## src/rtl/data_memory_dp.sv

```systemverilog
// Dual-port (one write, one read) byte-lane data memory with registered read and
// a self-clearing INIT sweep after reset or on request.
module data_memory_dp #(
    parameter int unsigned DATA_WIDTH    = 16,
    parameter int unsigned ADDRESS_WIDTH = 8,
    parameter int unsigned DEPTH         = 2**ADDRESS_WIDTH
) (
    input  logic                      Clock,
    input  logic                      Reset_n,
    input  logic                      Clear_Request,
    input  logic                      Write_Enable,
    input  logic [ADDRESS_WIDTH-1:0]  W_address,
    input  logic [DATA_WIDTH/8-1:0]   Byte_Enable,
    input  logic [DATA_WIDTH-1:0]     DATA_WRITE,
    input  logic                      Read_Enable,
    input  logic [ADDRESS_WIDTH-1:0]  R_address,
    output logic [DATA_WIDTH-1:0]     DATA_READ,
    output logic                      Read_Valid,
    output logic                      Busy,
    output logic                      Addr_Error
);

    localparam int unsigned LANES = DATA_WIDTH / 8;
    localparam int unsigned IDX_W = (DEPTH > 1) ? $clog2(DEPTH) : 1;
    localparam logic [ADDRESS_WIDTH-1:0] LAST_WORD = ADDRESS_WIDTH'(DEPTH - 1);
    // One extra bit so DEPTH == 2**ADDRESS_WIDTH compares without wrapping.
    localparam logic [ADDRESS_WIDTH:0]   DEPTH_EXT = (ADDRESS_WIDTH + 1)'(DEPTH);

    typedef enum logic [0:0] {StInit, StReady} state_e;

    state_e                   state_q, state_d;
    logic [ADDRESS_WIDTH-1:0] init_count_q, init_count_d;
    logic [DATA_WIDTH-1:0]    mem [DEPTH];

    logic                  w_in_range, r_in_range;
    logic                  active, wr_hit, rd_acc, err_d;
    logic [IDX_W-1:0]      w_idx, r_idx, init_idx;
    logic [DATA_WIDTH-1:0] rd_word;

    assign w_in_range = {1'b0, W_address} < DEPTH_EXT;
    assign r_in_range = {1'b0, R_address} < DEPTH_EXT;
    assign w_idx      = W_address[IDX_W-1:0];
    assign r_idx      = R_address[IDX_W-1:0];
    assign init_idx   = init_count_q[IDX_W-1:0];

    // A clear request takes priority over any access in the same cycle.
    assign active = (state_q == StReady) && !Clear_Request;
    assign wr_hit = active && Write_Enable && (|Byte_Enable) && w_in_range;
    assign rd_acc = active && Read_Enable;
    assign err_d  = active && ((Read_Enable && !r_in_range) ||
                               (Write_Enable && (|Byte_Enable) && !w_in_range));
    assign Busy   = (state_q == StInit);

    always_comb begin
        state_d      = state_q;
        init_count_d = init_count_q;
        unique case (state_q)
            StInit: begin
                if (Clear_Request) begin
                    init_count_d = '0;
                end else if (init_count_q == LAST_WORD) begin
                    state_d      = StReady;
                    init_count_d = '0;
                end else begin
                    init_count_d = init_count_q + 1'b1;
                end
            end
            StReady: begin
                if (Clear_Request) begin
                    state_d      = StInit;
                    init_count_d = '0;
                end
            end
            default: begin
                state_d      = StInit;
                init_count_d = '0;
            end
        endcase
    end

    // Write-first bypass: enabled lanes of a same-address write override the stored word.
    always_comb begin
        rd_word = '0;
        if (r_in_range) begin
            rd_word = mem[r_idx];
            if (wr_hit && (W_address == R_address)) begin
                for (int i = 0; i < LANES; i++) begin
                    if (Byte_Enable[i]) begin
                        rd_word[8*i +: 8] = DATA_WRITE[8*i +: 8];
                    end
                end
            end
        end
    end

    always_ff @(posedge Clock or negedge Reset_n) begin
        if (!Reset_n) begin
            state_q      <= StInit;
            init_count_q <= '0;
            DATA_READ    <= '0;
            Read_Valid   <= 1'b0;
            Addr_Error   <= 1'b0;
        end else begin
            state_q      <= state_d;
            init_count_q <= init_count_d;
            Read_Valid   <= rd_acc;
            Addr_Error   <= err_d;
            if (rd_acc) begin
                DATA_READ <= rd_word;
            end
        end
    end

    // Array has no reset; the INIT sweep zeroes it.
    always_ff @(posedge Clock) begin
        if (state_q == StInit) begin
            mem[init_idx] <= '0;
        end else if (wr_hit) begin
            for (int i = 0; i < LANES; i++) begin
                if (Byte_Enable[i]) begin
                    mem[w_idx][8*i +: 8] <= DATA_WRITE[8*i +: 8];
                end
            end
        end
    end

endmodule

```

## config.mk

```make
export PLATFORM = sky130hd
export DESIGN_NAME = data_memory_dp
export DESIGN_NICKNAME = d
export VERILOG_FILES = /design/src/rtl/data_memory_dp.sv
export SDC_FILE = /design/constraint.sdc
export NUM_CORES = 2
export LEC_CHECK = 0
export CAP_MARGIN = 15
export CORE_MARGIN = 8
export CORE_UTILIZATION = 30
export DETAILED_ROUTE_END_ITERATION = 7
export REMOVE_ABC_BUFFERS = 1
export SLEW_MARGIN = 15
export SYNTH_ARGS = -nofsm -noshare
export SYNTH_HDL_FRONTEND = slang
export SYNTH_SLANG_ARGS = --single-unit
export TNS_END_PERCENT = 30
```

## constraint.sdc

```tcl
create_clock -name Clock -period 6.28 [get_ports Clock]
set_clock_uncertainty 0.1 [all_clocks]
set_input_delay 0.628 -clock Clock [delete_from_list [all_inputs] [get_ports Clock]]
set_output_delay 0.628 -clock Clock [all_outputs]
set_load 0.01 [all_outputs]
```

* Word level (Yosys, flattened, before mapping)
Memories as Yosys holds them, arrays and structs flattened. Cells that the tools add are included.
Operators by class: $add $sub $neg 1, equality and inequality tests 3, mux-type cells 23, bitwise gates (word level) 1, reductions and logical operators 8
Operators with widths (count):
- $mux 8 | 6
- $mux 16 | 2
- $pmux 8 s2 | 1
- $reduce_or 16->1 | 1
- $mux 1 | 12
- $add 8x1->8 const B | 1
- $eq 8x8->1 | 1
- $eq 8x8->1 const B | 1
- $logic_and 1x1->1 | 5
- $mux 2 | 1
- $ne 2x2->1 const B | 1
- $pmux 1 s2 | 1
- $reduce_or 2->1 | 1
- $logic_not 1->1 | 1
- $not 1->1 | 1
Storage, ports and cells: flip-flop bits (word level) 26, bits in writable memories 4096, word-level logic and storage cells 41, memories kept 1
Memory list:
- mem | depth 256, bits a word 16, rd ports 1, clocked after Yosys merged registers in 0, write ports 1, RTL line 33 | logic [DATA_WIDTH-1:0] mem [DEPTH];

* Depth between registers and ports, before layout
depth in word-level cells 9, mapped depth 13, depth with buffers taken out 7

* Least setup slack after synthesis
No wires, ideal clock.
path kind input to register, from in Clear_Request, to mem mem[0][10], data pin, library setup time 0.870 ns, arrival 5.005 ns, setup slack 0.305 ns, stages 6, path buffers 4, path through clkbuf_1 nor3_1 buf_2 buf_2 clkbuf_1 and2_1
On the way: cells in the longest elaborated chain, start to end 9, elaborated cells between the ends (all ways) 12, those cells by class mux: 7; reduce/logical: 5
RTL lines:
- start: declaration | RTL line 10 | input logic Clear_Request,
- $logic_not 1->1 * | RTL line 47 | assign active = (state_q == StReady) && !Clear_Request;
- $logic_and 1x1->1 * | RTL line 47
- $logic_and 1x1->1 * (2 in series) | RTL line 48 | assign wr_hit = active && Write_Enable && (|Byte_Enable) && w_in_range;
- $mux 1 | RTL line 118 | end else if (wr_hit) begin
- $mux 1 | RTL line 116 | if (state_q == StInit) begin
- $mux 1 (not written as such) | RTL line 121 | mem[w_idx][8*i +: 8] <= DATA_WRITE[8*i +: 8];
- $reduce_or 16->1 (no line) *
- $mux 16 (no line) *
- end: declaration | RTL line 33
Mark *: on every way between the ends. The rest lies on a longest branch, timed or not.

* Worst setup path in the final report
from reg state_q, to mem mem[162][5] (enable)
On the way: cells in the longest elaborated chain, start to end 8, elaborated cells between the ends (all ways) 13, those cells by class mux: 9; reduce/logical: 4
RTL lines:
- start: declaration | RTL line 31 | state_e state_q, state_d;
- start signal: assignment | RTL line 98 | state_q <= StInit;
- start signal: assignment | RTL line 104 | state_q <= state_d;
- $logic_and 1x1->1 | RTL line 47
- $logic_and 1x1->1 (2 in series) | RTL line 48
- $mux 1 | RTL line 118
- $mux 1 | RTL line 116
- $mux 1 (not written as such) | RTL line 121
- $reduce_or 16->1 (no line)
- $mux 8 (no line) or $mux 2 (tied branches)
Several ways; a longest one is shown, not always the timed one.

==> out/metrics.cfg <==
[timing]
finalCritPeriodShare_pct=77.91
hold_ws_ps=246.7
relSlewSlack_pct=11.14
worst_slew_pin_slew_ps=1330
maxSlewViolCount=0
fin_setup_tns_ps=0
fin_ws_ps=1387
setup-violations-final=0
rsz0062_at_grt=no
post-route-min-period_ps=4893
timing.fmax_mhz=204.4
finalHoldViolations=0

[synth]
yosysWarnings=0
synthXorXnorAreaFrac_pct=0.06032
yosysMostFrequentCell=edfxtp_1
muxShareOfSynthArea_pct=14.74
avgSynthCellArea_sq_um=20.65
synth_cell_types=62
yosys-top-cells-area=edfxtp_1 77%, mux4_2 11%, mux2i_1 3.1%
synth_common_cells=4096 x edfxtp_1, 811 x mux4_2, 566 x nor2_1
synth_seq_cells=4122
synth-compound-area-share_pct=3.122
synth-edff-count=4096
yosysTopAreaCell=edfxtp_1
syn_area_sq_um=159700
ys.flop_type=edfxtp_1
synth-simple-area-share_pct=3.066
synth-adder-area-share_pct=0.007833
synth_async_sr_flop_share_pct=0.6308
synth_top_family_by_area=multiplexers
synth-seq-area-share_pct=77.41
synthCells=7735
netlist.area_leader.share_pct=77.00

[worst_hold_path]
whs_path_depth=2
worstHoldStart=DATA_WRITE[11]
hold_path_class=in -> reg
min_to=DATA_READ[11]

[floorplanning]
die_x_microns=745.7
core.rowCount=268
start_util_pct=30.05
boundaryPins=58
dieArea_sq_um=556000
chipHeight_microns=745.7
core_area_sq_um=531500

[cells_and_area]
drive_gt1_share_pct=21.56
area_delta_synth_final_pct=14.73
stdcell_count=15397
final_design_area_no_fill_sq_um=183300
final_nets=8067

[flow_run]
drv_cap=0

[grt]
grt_pass1_vias=81024
antenna_found_initial=29
grt_pass1_wl_microns=611700
grt_usage_pct=14.90
grt_overflow=0
grt_max_degree=149

[worst_setup_path]
cp-end-kind=flip-flop
path_class=reg -> reg
critPathLaunchType=flip-flop
rr_endpoint=mem[162][5]
required_ps=6740
ff2ff_setup_slack_ps=1390
r2r-start=state_q
critPathMaxFanout=40
reg2regPathDepth=8
arrival_ps=5350

[cts]
cts_tree=done
cts_buffers=411
root_buffer=clkbuf_16
clkTransAtPathRegs_ps=70
hold_buffers=1
cts_resized=0
clockBufferDepth=4
clk_latency_ps=980
cts_htree_levels=5
cts_setup_buffers=0
clock_sinks=4122

[placement]
dp.cells=14633
io_buffers=56
hpwl_microns=265500
place.gp.congestion=0.8342
dpl_worst_slack_ps=980.5
place_area_sq_um=169800

[pwr]
ir_drop_uv=261.5
leakage_nw=58.17
p_per_area_nw_per_um2=309.6

[detailed_routing]
drtIter0Drc=9907
wl_microns=432400
ant_nets=0
drt_first_pass_iters=6
post_drt_wl_per_cell_microns=28.08
vias=80190
via_per_inst=5.208
drc=0

[run_status]
status=finished clean

==> registers in the layout, indices dropped and copies added, names as in the netlist <==
name	count
Read_Valid	1
mem	4096
state_q	1
DATA_READ	16
init_count_q	8
==> cell usage in the layout, fill, tap and decap left out, drive strengths merged, types with 46 or more instances in the layout <==
cell	count
edfxtp	4096
mux4	814
nor2	566
mux2i	494
clkbuf	484
buf	299
a22oi	278
clkinv	178
nand2	172
o22ai	142
nor3	94
nand3	76
a21oi	63
o21ai	52
clkdlybuf4s50	47
bufinv	46
==> where the power goes <==
group          leakage (nW)  internal, mW  switching [mW]  total (mW)
sequential             38.9          29.8          0.0397        29.9
combinational          12.8         0.877            1.39        2.27
clock                  6.51          14.1            10.5        24.6
total                  58.2          44.8            11.9        56.7
==> layer usage <==
metal | track usage, % | part of all wire, % | up-vias
met5 | 0 | 0.028 | -
li1 | - | - | 32778
met2 | 23.33 | 46 | 4084
met4 | 4.370 | 3.1 | 18
met3 | 3.532 | 9.9 | 659
met1 | 20.66 | 41 | 42651
==> worst max path at each step <==
stage,endpoint,from,cells after the start
after CTS,mem[162][5],state_q,8
after global placement,mem[99][10],Byte_Enable[0],8
after floorplan,mem[0][0],Clear_Request,2
final,mem[162][5],state_q,8
after global routing,mem[162][5],state_q,8
after detailed placement,DATA_READ[7],R_address[4],9
==> cell type report <==
type | count | area [sq um]
antenna | 11 | 27.53
clock buffer | 484 | 10730
clock inverter | 268 | 2704
fill | 48680 | 348200
inverter | 3 | 11.26
multi-input combinational | 3142 | 33880
sequential | 4122 | 123600
tap | 7020 | 8783
timing repair buffer | 347 | 3471
==> critical path, cell delays in order, from the launching register on <==
cell and delay, ps:
dfrtp_1 520, inv_1 260, nor3_2 670, buf_4 580, nand3b_1 140, o21ai_1 430
nand2_1 600, buf_4 460, nor2_1 670
==> metrics by stage <==
| stage | power (mW) | util [%] |
|---|---|---|
| after global placement | 32.69 | 31.93 |
| after detailed placement | 32.72 | 31.94 |
| after floorplan | 31.45 | - |
| after CTS | 57.04 | 34.47 |
| final | 56.74 | 34.48 |
| after global routing | 58.12 | 34.48 |
==> cells by family (layout without fill, tap and decap cells) <==
logic type	count (synthesis)	count (layout)
XOR/XNOR	11	11
buffers and inverters	471	1102
flip-flops	4122	4122
AND/OR/NAND/NOR	1091	1091
other	1	12
multiplexers	1331	1331
adder cells (fa/ha/maj)	1	1
AO/OA/AOI/OAI	707	707
(Power assumes the default switching activity.)
